File: config.mk
export PLATFORM = sky130hd
export DESIGN_NAME = jtag_tap_param
export DESIGN_NICKNAME = d
export VERILOG_FILES = /design/src/rtl/jtag_pkg.sv /design/src/rtl/jtag_tap_fsm.sv /design/src/rtl/jtag_tap_param.sv
export SDC_FILE = /design/constraint.sdc
export NUM_CORES = 1
export LEC_CHECK = 0
export ABC_AREA = 0
export BUFFER_PORTS_ARGS = -buffer_cell sky130_fd_sc_hd__buf_4
export CORE_AREA = 2 2 53 55
export CTS_BUF_LIST = sky130_fd_sc_hd__clkbuf_8
export CTS_CLUSTER_SIZE = 40
export DETAILED_ROUTE_END_ITERATION = 7
export DIE_AREA = 0 0 55 57
export HOLD_SLACK_MARGIN = 0.08
export SETUP_SLACK_MARGIN = 0.15
export SYNTH_ARGS = -nofsm -noshare
export SYNTH_HDL_FRONTEND = slang
export SYNTH_SLANG_ARGS = --single-unit
File: constraint.sdc
create_clock -name CK -period 3.2 [get_ports CK]
set_input_delay 0.32 -clock CK [delete_from_list [all_inputs] [get_ports CK]]
set_output_delay 0.32 -clock CK [all_outputs]
set_load 0.02 [all_outputs]
File: src/rtl/jtag_pkg.sv
// jtag_pkg: shared types and constants for the parametrised JTAG TAP.
//   tap_state_t     : 4-bit TAP controller state, IEEE 1149.1 encodings
//   IR_CAPTURE_LSBS : fixed pattern loaded into the IR shift register in CAPTURE_IR
//   dec_t           : result of decoding the latched instruction
// Optional feature macro used by the files importing this package: JTAG_IDCODE_EN.
package jtag_pkg;

  typedef enum logic [3:0] {
    EXIT2_DR         = 4'h0,
    EXIT1_DR         = 4'h1,
    SHIFT_DR         = 4'h2,
    PAUSE_DR         = 4'h3,
    SELECT_IR        = 4'h4,
    UPDATE_DR        = 4'h5,
    CAPTURE_DR       = 4'h6,
    SELECT_DR        = 4'h7,
    EXIT2_IR         = 4'h8,
    EXIT1_IR         = 4'h9,
    SHIFT_IR         = 4'hA,
    PAUSE_IR         = 4'hB,
    RUN_TEST_IDLE    = 4'hC,
    UPDATE_IR        = 4'hD,
    CAPTURE_IR       = 4'hE,
    TEST_LOGIC_RESET = 4'hF
  } tap_state_t;

  localparam logic [1:0] IR_CAPTURE_LSBS = 2'b01;

  typedef enum logic [1:0] {
    DEC_BYPASS = 2'd0,
    DEC_IDCODE = 2'd1,
    DEC_CHAIN  = 2'd2
  } dec_t;

endpackage

File: src/rtl/jtag_tap_fsm.sv
// jtag_tap_fsm: the 16-state IEEE 1149.1 TAP controller.
// Ports:
//   CK        in  clock, state advances on the rising edge
//   TRST      in  synchronous active-high reset to TEST_LOGIC_RESET
//   TMS       in  TAP mode select
//   tap_state out current state (registered), also used as the debug view
// Five consecutive TMS=1 edges reach TEST_LOGIC_RESET from any state.
module jtag_tap_fsm
  import jtag_pkg::*;
(
  input  logic       CK,
  input  logic       TRST,
  input  logic       TMS,
  output tap_state_t tap_state
);

  always_ff @(posedge CK) begin
    if (TRST) begin
      tap_state <= TEST_LOGIC_RESET;
    end else begin
      case (tap_state)
        TEST_LOGIC_RESET: tap_state <= TMS ? TEST_LOGIC_RESET : RUN_TEST_IDLE;
        RUN_TEST_IDLE:    tap_state <= TMS ? SELECT_DR        : RUN_TEST_IDLE;
        SELECT_DR:        tap_state <= TMS ? SELECT_IR        : CAPTURE_DR;
        CAPTURE_DR:       tap_state <= TMS ? EXIT1_DR         : SHIFT_DR;
        SHIFT_DR:         tap_state <= TMS ? EXIT1_DR         : SHIFT_DR;
        EXIT1_DR:         tap_state <= TMS ? UPDATE_DR        : PAUSE_DR;
        PAUSE_DR:         tap_state <= TMS ? EXIT2_DR         : PAUSE_DR;
        EXIT2_DR:         tap_state <= TMS ? UPDATE_DR        : SHIFT_DR;
        UPDATE_DR:        tap_state <= TMS ? SELECT_DR        : RUN_TEST_IDLE;
        SELECT_IR:        tap_state <= TMS ? TEST_LOGIC_RESET : CAPTURE_IR;
        CAPTURE_IR:       tap_state <= TMS ? EXIT1_IR         : SHIFT_IR;
        SHIFT_IR:         tap_state <= TMS ? EXIT1_IR         : SHIFT_IR;
        EXIT1_IR:         tap_state <= TMS ? UPDATE_IR        : PAUSE_IR;
        PAUSE_IR:         tap_state <= TMS ? EXIT2_IR         : PAUSE_IR;
        EXIT2_IR:         tap_state <= TMS ? UPDATE_IR        : SHIFT_IR;
        UPDATE_IR:        tap_state <= TMS ? SELECT_DR        : RUN_TEST_IDLE;
        default:          tap_state <= TEST_LOGIC_RESET;
      endcase
    end
  end

endmodule

File: src/rtl/jtag_tap_param.sv
// jtag_tap_param: parametrised JTAG TAP with IR_WIDTH-bit instruction register,
// bypass register, optional 32-bit IDCODE register and NUM_CHAINS external
// data-register chains.
// Optional feature: define JTAG_IDCODE_EN to include the IDCODE register, decode
// IDCODE_OP as IDCODE and make IDCODE the reset instruction. Without it IDCODE_OP
// decodes as BYPASS and the reset instruction is BYPASS.
// Ports:
//   CK, TRST          clock and synchronous active-high reset
//   TMS, TDI, TDO     JTAG pins; TDO is 0 outside SHIFT_IR / SHIFT_DR
//   chain_tdi         TDI fanned out to all chains
//   chain_tdo         serial outputs of the external chains
//   chain_sel         one-hot chain picked by the current instruction
//   chain_capture/shift/update  chain_sel qualified by CAPTURE_DR/SHIFT_DR/UPDATE_DR
//   tap_state         current TAP state for debug
module jtag_tap_param
  import jtag_pkg::*;
#(
  parameter int          IR_WIDTH   = 4,
  parameter int          NUM_CHAINS = 2,
  parameter logic [31:0] IDCODE_VAL = 32'h0000_0001,
  parameter int          IDCODE_OP  = 2**IR_WIDTH - 2
) (
  input  logic                  CK,
  input  logic                  TRST,
  input  logic                  TMS,
  input  logic                  TDI,
  output logic                  TDO,
  output logic                  chain_tdi,
  input  logic [NUM_CHAINS-1:0] chain_tdo,
  output logic [NUM_CHAINS-1:0] chain_sel,
  output logic [NUM_CHAINS-1:0] chain_capture,
  output logic [NUM_CHAINS-1:0] chain_shift,
  output logic [NUM_CHAINS-1:0] chain_update,
  output logic [3:0]            tap_state
);

  // Elaboration-time parameter sanity checks.
  if (IR_WIDTH < 2) begin : g_bad_ir_width
    $error("jtag_tap_param: IR_WIDTH must be at least 2");
  end
  if (NUM_CHAINS < 1 || NUM_CHAINS > 2**IR_WIDTH - 3) begin : g_bad_num_chains
    $error("jtag_tap_param: NUM_CHAINS must be in 1..2**IR_WIDTH-3");
  end
  if (IDCODE_VAL[0] != 1'b1) begin : g_bad_idcode
    $error("jtag_tap_param: IDCODE_VAL bit 0 must be 1");
  end

  localparam logic [IR_WIDTH-1:0] IDCODE_OPC  = IR_WIDTH'(IDCODE_OP);
  localparam logic [IR_WIDTH-1:0] IR_CAPTURE  = IR_WIDTH'(IR_CAPTURE_LSBS);
  localparam logic [IR_WIDTH-1:0] BYPASS_OPC  = '1;
`ifdef JTAG_IDCODE_EN
  localparam logic [IR_WIDTH-1:0] RESET_INSTR = IDCODE_OPC;
`else
  localparam logic [IR_WIDTH-1:0] RESET_INSTR = BYPASS_OPC;
`endif

  tap_state_t          st;
  logic [IR_WIDTH-1:0] ir_sr;
  logic [IR_WIDTH-1:0] ir_latch;
  logic [IR_WIDTH-1:0] ir_eff;
  logic                bypass_q;
  dec_t                dec;
  logic                dr_bit;

  jtag_tap_fsm u_fsm (
    .CK        (CK),
    .TRST      (TRST),
    .TMS       (TMS),
    .tap_state (st)
  );

  assign tap_state = st;
  assign chain_tdi = TDI;

  // Instruction register and bypass register.
  always_ff @(posedge CK) begin
    if (TRST) begin
      ir_sr    <= IR_CAPTURE;
      ir_latch <= RESET_INSTR;
      bypass_q <= 1'b0;
    end else begin
      case (st)
        TEST_LOGIC_RESET: ir_latch <= RESET_INSTR;
        CAPTURE_IR:       ir_sr    <= IR_CAPTURE;
        SHIFT_IR:         ir_sr    <= {TDI, ir_sr[IR_WIDTH-1:1]};
        UPDATE_IR:        ir_latch <= ir_sr;
        CAPTURE_DR:       bypass_q <= 1'b0;
        SHIFT_DR:         bypass_q <= TDI;
        default:          ;
      endcase
    end
  end

`ifdef JTAG_IDCODE_EN
  logic [31:0] idcode_sr;

  always_ff @(posedge CK) begin
    if (TRST) begin
      idcode_sr <= IDCODE_VAL;
    end else if (st == CAPTURE_DR) begin
      idcode_sr <= IDCODE_VAL;
    end else if (st == SHIFT_DR) begin
      idcode_sr <= {TDI, idcode_sr[31:1]};
    end
  end
`endif

  // On entry to TEST_LOGIC_RESET via TMS the latch still holds the old opcode
  // for one cycle; decoding the reset instruction while in that state makes the
  // chain outputs drop immediately instead of one cycle late.
  assign ir_eff = (st == TEST_LOGIC_RESET) ? RESET_INSTR : ir_latch;

  always_comb begin
    dec       = DEC_BYPASS;
    chain_sel = '0;
    if (ir_eff == '0 || ir_eff == BYPASS_OPC) begin
      dec = DEC_BYPASS;
    end else if (ir_eff == IDCODE_OPC) begin
`ifdef JTAG_IDCODE_EN
      dec = DEC_IDCODE;
`else
      dec = DEC_BYPASS;
`endif
    end else begin
      for (int k = 0; k < NUM_CHAINS; k++) begin
        if (ir_eff == IR_WIDTH'(k + 1)) begin
          dec          = DEC_CHAIN;
          chain_sel[k] = 1'b1;
        end
      end
    end
  end

  assign chain_capture = chain_sel & {NUM_CHAINS{st == CAPTURE_DR}};
  assign chain_shift   = chain_sel & {NUM_CHAINS{st == SHIFT_DR}};
  assign chain_update  = chain_sel & {NUM_CHAINS{st == UPDATE_DR}};

  // Serial bit of whichever data register the instruction selects.
  always_comb begin
    dr_bit = bypass_q;
    case (dec)
`ifdef JTAG_IDCODE_EN
      DEC_IDCODE: dr_bit = idcode_sr[0];
`endif
      DEC_CHAIN:  dr_bit = |(chain_sel & chain_tdo);
      default:    dr_bit = bypass_q;
    endcase
  end

  always_comb begin
    TDO = 1'b0;
    if (st == SHIFT_IR) begin
      TDO = ir_sr[0];
    end else if (st == SHIFT_DR) begin
      TDO = dr_bit;
    end
  end

endmodule

Yosys cells after proc, flatten, opt, wreduce, memory -nomap -nowiden
Cells that the tools add are included.
- equal/unequal tests: 20
- multiplexer cells: 28
- bitwise logic cells: 4
- reductions and logical operators: 10
- operators with widths (cell ; number):
    case mux 4 bit (12 select lines) ; 1
    == test 4 bit (second input constant) ; 10
    two-way mux 2 bit ; 12
    == test 4 x 3 -> 1 bit (second input constant) ; 4
    case mux 4 bit (2 select lines) ; 2
    == test 4 x 2 -> 1 bit (second input constant) ; 3
    two-way mux 3 bit ; 4
    AND 2 bit ; 4
    == test 4 x 1 -> 1 bit (second input constant) ; 2
    logical NOT 4 bit ; 2
    two-way mux 4 bit ; 2
    two-way mux 1 bit ; 6
    nonzero test 2 bit ; 3
    OR reduction 2 bit ; 3
    OR reduction 3 bit ; 1
    == test 2 bit (second input constant) ; 1
    case mux 1 bit (2 select lines) ; 1
    logical OR 1 bit ; 1
- register bits after elaboration: 13
- input port bits: 6
- output and inout bits: 14

Logic depth before layout (Yosys ltp)
Gate-level depths: netlist of the first run.
- depth after elaboration: 11
- gate-level depth with buffers: 4

Hierarchy
Synthesis of the first run repeated with hierarchy kept, for this count alone.
- cells, all modules: 92
- area total of the unflattened synthesis: 740.7 µm²
- modules (own cells, without submodules) (module ; times used ; cells each ; area each (µm²) ; sequential area each (µm²)):
    jtag_tap_param ; 1 ; 70 ; 550.5 ; 180.2
    jtag_tap_fsm ; 1 ; 22 ; 190.2 ; 80.1

Worst setup path before layout of the first run
OpenSTA, ideal clock, no wires.
- path kind: reg-to-output
- from: register u_fsm.tap_state[1]
- to: output port TDO
- data arrival time: 1.479 ns
- data required time: 2.880 ns
- slack: 1.401 ns
- cell stages (with the launch flop): 4
- buffers on the path: 0
- path through: dfxtp_1 > or4b_4 > a311o_1 > nand3_1
- word-level cells in the longest chain between the ends: 11
- elaborated cells on any way between the ends: 24
- those cells by class: eq/ne (8); mux (12); bitwise (1); reduce/logical (3)
- RTL lines (element ; RTL line ; text):
    start: declaration ; jtag_tap_fsm.sv:14 ; output tap_state_t tap_state
    start signal: assignment ; jtag_tap_fsm.sv:22 ; TEST_LOGIC_RESET: tap_state <= TMS ? TEST_LOGIC_RESET : RUN_TEST_IDLE;
    start signal: assignment ; jtag_tap_fsm.sv:23 ; RUN_TEST_IDLE: tap_state <= TMS ? SELECT_DR : RUN_TEST_IDLE;
    start signal: assignment ; jtag_tap_fsm.sv:24 ; SELECT_DR: tap_state <= TMS ? SELECT_IR : CAPTURE_DR;
    == test 4 bit ; jtag_tap_param.sv:111 ; assign ir_eff = (st == TEST_LOGIC_RESET) ? RESET_INSTR : ir_latch;
    two-way mux 4 bit ; jtag_tap_param.sv:111 ;
    == test 4 x 1 -> 1 bit or == test 4 x 2 -> 1 bit (tied branches) ; jtag_tap_param.sv:126 ; if (ir_eff == IR_WIDTH'(k + 1)) begin
    two-way mux 2 bit or two-way mux 1 bit (tied branches) ; jtag_tap_param.sv:126 ;
    two-way mux 2 bit, on equally long branches ; jtag_tap_param.sv:126, jtag_tap_param.sv:118 ;
    two-way mux 2 bit, on equally long branches ; jtag_tap_param.sv:118, jtag_tap_param.sv:116 ;
    two-way mux 2 bit or AND 2 bit (tied branches) ; jtag_tap_param.sv:116, jtag_tap_param.sv:145 ;
    == test 2 bit or OR reduction 2 bit (tied branches) ; jtag_tap_param.sv:141, jtag_tap_param.sv:145 ;
    two-way mux 1 bit ; jtag_tap_param.sv:141 ; case (dec)
    two-way mux 1 bit ; jtag_tap_param.sv:154 ; end else if (st == SHIFT_DR) begin
    two-way mux 1 bit (*) ; jtag_tap_param.sv:152 ; if (st == SHIFT_IR) begin
    end: declaration ; jtag_tap_param.sv:27 ; output logic TDO,
Mark *: on every way between the ends. The rest lies on a longest branch, timed or not.

Worst setup path in the final report of the first run
Same ends and word-level chain as after synthesis.

==> results of run 1 <==
-- stage by stage --
step | area [sq um] | hold WS, ps | setup slack (ps)
2_1_floorplan | 722 | 412 | 1400
3_3_place_gp | 875 | 463 | 1280
3_5_place_dp | 875 | 469 | 1250
4_1_cts | 920 | 335 | 971
5_1_grt | 920 | 350 | 872
6_report | 920 | 338 | 970
-- synthesized netlist by cell type (all sizes together) (2+ instances only) --
master	count
a21oi	4
a311o	2
and3b	3
buf	3
clkbuf	3
dfxtp	13
inv	7
nand2	7
nand3	5
nand4	2
nand4b	2
nor2	14
nor2b	2
nor3	5
o21a	2
o21bai	6
-- area by class of cell --
class | instances | area, sq um | area share
clock inverter | 1 | 3.75 | 0.00408
multi-input combinational | 67 | 407 | 0.442
sequential | 13 | 260 | 0.283
clock buffer | 3 | 41.3 | 0.0449
inverter | 7 | 26.3 | 0.0286
timing repair buffer | 19 | 143 | 0.155
tap | 31 | 38.8 | 0.0422
-- cell families after synthesis --
| group | count (synthesis) |
|---|---|
| muxes | 1 |
| DFF | 13 |
| xor gates and xnor gates | 1 |
| buffers and inverters | 13 |
| and+or+nand+nor | 45 |
| AOI/OAI and AO/OA | 20 |
-- worst paths after layout --
path	to	slack [ps]	cells after the start
hold reg to reg	ir_sr[2]	480	2
setup / recovery	TDO	970	4
setup reg to reg	u_fsm.tap_state[1]	1710	3
hold / removal	ir_sr[2]	340	2
-- layer usage --
metal,global-route usage,wire (microns),share of wire,up-vias
li1,-,-,-,361
met1,0.140,738,0.45,305
met2,0.168,752,0.46,35
met3,0.0157,113,0.069,2
met4,0.0836,27,0.017,0
met5,0,0,0,-
-- report_power, final --
part	switching (mW)	internal, mW	total [mW]
clock	0.0559	0.0845	0.140
combinational	0.0455	0.0380	0.0835
sequential	0.0244	0.173	0.198
total	0.126	0.296	0.421
-- critical path: cells and delay by family, from the launching register on --
| family | cells | cell delay [ps] |
|---|---|---|
| AO/OA/AOI/OAI | 1 | 330 |
| AND/OR/NAND/NOR | 2 | 620 |
| flip-flops | 1 | 580 |
| buffers and inverters | 1 | 140 |
-- registers in the layout, summed over array words and instances (netlist names) --
register,cells
bypass_q,1
ir_latch,4
ir_sr,4
u_fsm.tap_state,4
-- layout by cell type (no fill, tap or decap) --
cell type,Yosys,final
or4b_4,1,1
o21bai_1,6,6
xor2_1,1,1
mux2i_1,1,1
a211oi_1,1,1
nor3b_1,1,1
dfxtp_1,13,13
and3_1,1,1
nand4_1,2,2
clkbuf_8,0,3
nand2b_1,1,1
o21a_1,2,2
nand3b_1,1,1
a2111o_1,1,1
buf_4,1,19
nand3_1,5,5
nor2_1,14,14
inv_1,7,8
a311o_1,2,2
nand4b_1,2,2
o22ai_1,1,1
nor3_1,5,5
nor2b_1,2,2
a21oi_1,4,4
a31oi_1,1,1
o2111ai_1,1,1
a211o_1,1,1
and3b_1,3,3
nand2_1,7,7
==> key figures, run 1 <==
Route
  – DRT Pass-1 Iters: 4
  – Vias/cell: 4.99
  – Final wirelength: 1.63 mm
  – Via count: 703
  – Drt wl/cell: 11.6 microns
  – DRC violations left: 0
  – Routed Antenna Nets: 0
  – Iter 0 DRT Violations: 16

Setup path
  – Data arrival time of the critical path: 1910 ps
  – Setup CP Type: register to output port
  – Critical Path Sink Type: output port
  – Setup crit start kind: register
  – Worst path max stage delay: 580 ps
  – Worst path slowest cell: dfxtp_1
  – Crit. Startpoint: u_fsm.tap_state[1]
  – CP cell instances: or4b_4 -> a311o_1 -> nand3_1 -> buf_4
  – Crit-path max FO: 15
  – CP Data Required Time: 2880 ps
  – Worst r2r src: u_fsm.tap_state[2]

Yosys
  – Predominant post-synthesis flop cell: dfxtp_1
  – Largest family of logic cells by synthesized area: simple AND/OR/NAND/NOR gates
  – Post-synthesis register bit count: 13
  – Adder-cell share of the synthesized area: 0
  – Syn nets: 99
  – Synth top area share: 0.360
  – XOR/XNOR share of the synthesized area: 0.0121
  – Syn Std Cell Area: 722 sq um
  – Top cells by area, synth: dfxtp_1, nor2_1, o21bai_1, inv_1, nand2_1
  – Number of synthesized flops with an enable pin: 0
  – Multiplexer share of the synthesized area: 0.0139
  – Synth Area in Compound Gates: 0.206
  – Synth Warn #: 0
  – Post-synth top area cell: dfxtp_1
  – Post-Synth Simple-Gate Area: 0.331
  – Syn Inst Count: 93
  – Syn_area_per_cell: 7.76 sq um
  – Asr flop ratio synth: 0
  – Synth unique cells: 30
  – Register area share after synthesis: 0.360

STA
  – Final hold vios: 0
  – Minimum clock period after layout: 2230 ps
  – Worst-Margin Slew: 457 ps
  – Max-slew violation count: 0
  – Clk_skew: 5.47 ps
  – Slew Limit Headroom: 0.695
  – RSZ-0062 raised after global routing: false
  – Final Cycle Share: 0.697
  – TNS Setup: 0 ps
  – FMAX: 448 MHz
  – Endpoints failing setup: 0

Placed design
  – Post-DP HPWL: 1.22 mm
  – GPL Wtd Cong: 0.751
  – Placed cells: 137
  – Port bufs: 19

CTS
  – CTS Buf Count: 3
  – H-tree levels: 1
  – CTS sink count: 13
  – Clk slew on worst S/H paths: 60 ps
  – Root buffer cell: clkbuf_8
  – Setup Buffers After CTS: 0
  – Post-CTS Hold Fix Bufs: 0
  – Worst-skew pair later-pin latency: 240 ps
  – CTS tree: done
  – # resized after CTS: 0
  – Clk buf depth: 2

Global routing
  – Congestion Overflow GR: 0
  – Vias in the first global route: 577
  – Global-route wire length before repair: 2.50 mm
  – GRT Util Overall: 0.112
  – Largest net degree at the start of global routing: 16
  – Initial antenna violation count: 0

Floorplan
  – Site Rows: 19
  – I/O pins: 20
  – Die width: 55 microns
  – Starting Density: 0.276
  – Die area: 3140 sq um
  – Core ar.: 2620 sq um
  – Chip height: 57 microns

Power and ir drop
  – Lkg Pwr: 0.427 nW
  – Power Total: 0.421 mW
  – Power per cell area: 458 nW/um^2
  – Max VDD drop: 0.191 mV

Job
  – # Max-Cap Violations: 0

Cells and area
  – Layout area overhead: 27.4%
  – Layout Utilization: 0.352
  – Final Net Count: 117
  – Share of cells above drive strength 1: 0.209
  – Filler Cells Inserted: 277
  – Post-route non-filler standard cell count: 141
  – Inserted Diodes: 0

Hold path
  – Hold Path Class: input pin to register
  – Min-delay src: TRST

Outcome
  – Status: completed
No activity file was read; power rests on OpenSTA's default activity.
==> inputs of run 2 (changes only) <==
--- a/config.mk
+++ b/config.mk
@@ -5,13 +5,13 @@
 export SDC_FILE = /design/constraint.sdc
 export NUM_CORES = 1
 export LEC_CHECK = 0
-export ABC_AREA = 0
+export ABC_AREA = 1
 export BUFFER_PORTS_ARGS = -buffer_cell sky130_fd_sc_hd__buf_4
-export CORE_AREA = 2 2 53 55
+export CORE_AREA = 2 2 54 56
 export CTS_BUF_LIST = sky130_fd_sc_hd__clkbuf_8
 export CTS_CLUSTER_SIZE = 40
 export DETAILED_ROUTE_END_ITERATION = 7
-export DIE_AREA = 0 0 55 57
+export DIE_AREA = 0 0 56 58
 export HOLD_SLACK_MARGIN = 0.08
 export SETUP_SLACK_MARGIN = 0.15
 export SYNTH_ARGS = -nofsm -noshare
==> constraint.sdc (replaced) <==
create_clock -name CK -period 2.2 [get_ports CK]
set_input_delay 0.22 -clock CK [delete_from_list [all_inputs] [get_ports CK]]
set_output_delay 0.22 -clock CK [all_outputs]
set_load 0.02 [all_outputs]
==> key figures, run 2 <==
Route
  – Vias/cell: 4.74 (-4.9%)
  – Iter 0 DRT Violations: 53 (+37)
  – Drt wl/cell: 11.0 microns (-5.3%)
  – Via count: 806 (+15%)
  – Routed Antenna Nets: 0 (unchanged)
  – Final wirelength: 1.86 mm (+14%)
  – DRC violations left: 0 (unchanged)
  – DRT Pass-1 Iters: 4 (unchanged)

Power and ir drop
  – Int Pwr: 0.607 mW (+110%)
  – Sequential power share: 0.342 (-0.127)
  – Power Total: 1.14 mW (+170%)
  – Logic pwr share: 0.475 (+0.277)
  – Lkg Pwr: 0.467 nW (+9.3%)
  – Power per cell area: 1170 nW/um^2 (+150%)
  – Clock Power Share: 0.183 (-0.150)
  – Max VDD drop: 0.510 mV (+170%)
  – Switching Share: 0.465 (+0.166)
  – P_sw: 0.528 mW (+320%)

Setup path
  – Setup CP Type: register to output port
  – Gate family responsible for the most delay along the worst path: simple AND/OR/NAND/NOR gates
  – Crit-path max FO: 6 (-9)
  – Setup crit start kind: register
  – Data arrival time of the critical path: 1660 ps (-250 ps)
  – CP Buf/Inv Count: 1 (unchanged)
  – CP Data Required Time: 1980 ps (-900 ps)
  – Critical path's most frequent cell: nand2_1
  – CP cell instances: nand2_2 -> nor2_2 -> nor3_1 -> nand2_2 -> nand3_2 -> nand2_1 -> nand2_1 -> nand2_1 -> buf_4
  – Critical Path Sink Type: output port
  – Worst path max stage delay: 450 ps (-130 ps)
  – Worst path slowest cell: dfxtp_1

STA
  – Final hold vios: 0 (unchanged)
  – Clk_skew: 3.41 ps (-2.05 ps)
  – Final Cycle Share: 0.855
  – Final setup margin: 319 ps (-650 ps)
  – Minimum clock period after layout: 1880 ps
  – RSZ-0062 raised after global routing: false
  – TNS Setup: 0 ps (unchanged)
  – Worst-Margin Slew: 324 ps (-133 ps)
  – Max-slew violation count: 0 (unchanged)
  – Endpoints failing setup: 0 (unchanged)
  – Slew Limit Headroom: 0.783 (+0.0884)
  – FMAX: 532 MHz

CTS
  – Worst-skew pair later-pin latency: 240 ps (about the same)
  – Clk slew on worst S/H paths: 60 ps (about the same)
  – Clk buf depth: 2 (unchanged)
  – CTS tree: done
  – CTS sink count: 13 (unchanged)
  – H-tree levels: 1 (unchanged)
  – Setup Buffers After CTS: 0 (unchanged)
  – CTS Buf Count: 3 (unchanged)
  – Root buffer cell: clkbuf_8

Yosys
  – Syn_area_per_cell: 6.42 sq um (-17%)
  – Syn nets: 123 (+24%)
  – Syn Inst Count: 117 (+26%)
  – Asr flop ratio synth: 0 (unchanged)
  – Number of synthesized flops with an enable pin: 0 (unchanged)
  – Synth Warn #: 0 (unchanged)
  – Predominant post-synthesis flop cell: dfxtp_1
  – Syn Std Cell Area: 751 sq um (+4.0%)
  – Register area share after synthesis: 0.347 (-0.0138)
  – Synth top area share: 0.347 (-0.0138)
  – Post-synth top area cell: dfxtp_1
  – Post-synthesis register bit count: 13 (unchanged)
  – Top cells by area, synth: dfxtp_1, nand2_1, nand3_1, inv_1, nor2_1
  – Count leader, synth: nand2_1
  – Synth top cells by count: nand2_1, dfxtp_1, inv_1, nor2_1, nand3_1
  – Synth unique cells: 20 (-33%)

Outcome
  – Status: completed

Cells and area
  – Inserted Diodes: 0 (unchanged)
  – Share of cells above drive strength 1: 0.288 (+0.0787)
  – Final Net Count: 146 (+25%)
  – Commonest non-fill, non-tap cell in the layout: nand2_1
  – Layout area overhead: 29.5%
  – Largest registers: ir_latch (4), ir_sr (4), u_fsm.tap_state (4)
  – Most frequent cells in the layout: nand2_1, buf_4, inv_1, nor2_1, nand3_1

Global routing
  – Vias in the first global route: 725 (+26%)
  – Congestion Overflow GR: 0 (unchanged)
  – Largest net degree at the start of global routing: 8 (-8)
  – Initial antenna violation count: 0 (unchanged)
  – Global-route wire length before repair: 3.00 mm (+20%)
  – GRT Util Overall: 0.119 (+0.00721)

Job
  – # Max-Cap Violations: 0 (unchanged)

Floorplan
  – Die width: 56 microns (+1.8%)
  – Chip height: 58 microns (+1.8%)
  – I/O pins: 20 (unchanged)
  – Site Rows: 19 (unchanged)
  – Starting Density: 0.282 (+0.00588)
  – Core ar.: 2660 sq um (+1.8%)
  – Die area: 3250 sq um (+3.6%)

Placed design
  – Post-DP HPWL: 1.50 mm (+23%)
  – GPL Wtd Cong: 0.896 (+19%)
  – Pre-CTS WS: 524 ps (-728 ps)
  – Port bufs: 19 (unchanged)

Hold path
  – Hold Path Class: input pin to register
==> run 2: metrics by stage <==
stage / cell area [sq um] / utilization / cells / hold WS [ps]
floorplan: 751 / - / 117 / 289
global route: 972 / 0.365 / 170 / 180
global placement: 925 / 0.347 / 166 / 439
detailed placement: 925 / 0.347 / 166 / 443
CTS: 970 / 0.364 / 170 / 183
finish: 972 / 0.365 / 170 / 184
==> run 2: power by group through the flow <==
stage | Sequential (mW) | Combinational, mW | Clock (mW)
after floorplan | 0.411 | 0.347 | 0
after global placement | 0.387 | 0.533 | 0
after detailed placement | 0.388 | 0.534 | 0
after CTS | 0.382 | 0.535 | 0.217
after global routing | 0.398 | 0.591 | 0.230
final | 0.389 | 0.539 | 0.208
==> run 2: routing by layer <==
metal  vias up  part of all wire  global-route usage
li1        415                 -                   -
met2        41              0.48               0.208
met3         7             0.087              0.0223
met5         -                 0                   0
met1       343              0.41               0.134
met4         0             0.024              0.0714
==> run 2: cells by family (layout without fill, tap and decap cells) <==
family | Yosys count | in the layout | synth area share
flops | 13 | 13 | 0.347
compound gates | 15 | 15 | 0.115
simple gates | 70 | 70 | 0.438
buf+inv | 19 | 41 | 0.100
==> run 2: layout make-up <==
cell class | count | area (sq um)
well taps | 31 | 38.8
clock inverters | 1 | 3.75
repair buffers | 19 | 143
flip-flops and latches | 13 | 263
multi-input cells | 85 | 415
clock buffers | 3 | 41.3
fillers | 290 | 1690
inverters | 18 | 67.6
==> run 2: worst reg2reg max path, stage by stage, from the launching register on <==
cell and delay, ps:
dfxtp_1 450, inv_2 100, nor2_2 160, nand3_1 160, o21ai_1 140, nand2_1 90, nand3_1 80, nor3_1 50
nand2_1 60
==> run 2: path summary, 6_finish.rpt <==
| check | start | to | slack (ps) | depth (start not counted) |
|---|---|---|---|---|
| max | u_fsm.tap_state[2] | TDO | 320 | 9 |
| max reg2reg | u_fsm.tap_state[2] | u_fsm.tap_state[0] | 850 | 8 |
| min | TRST | ir_sr[1] | 180 | 2 |
| min reg2reg | ir_sr[2] | ir_sr[2] | 480 | 2 |
==> run 2: repair_timing <==
action	in CTS	in global routing
gates resized for setup	0	2
hold buffers	0	0
setup endpoints to repair	0	1
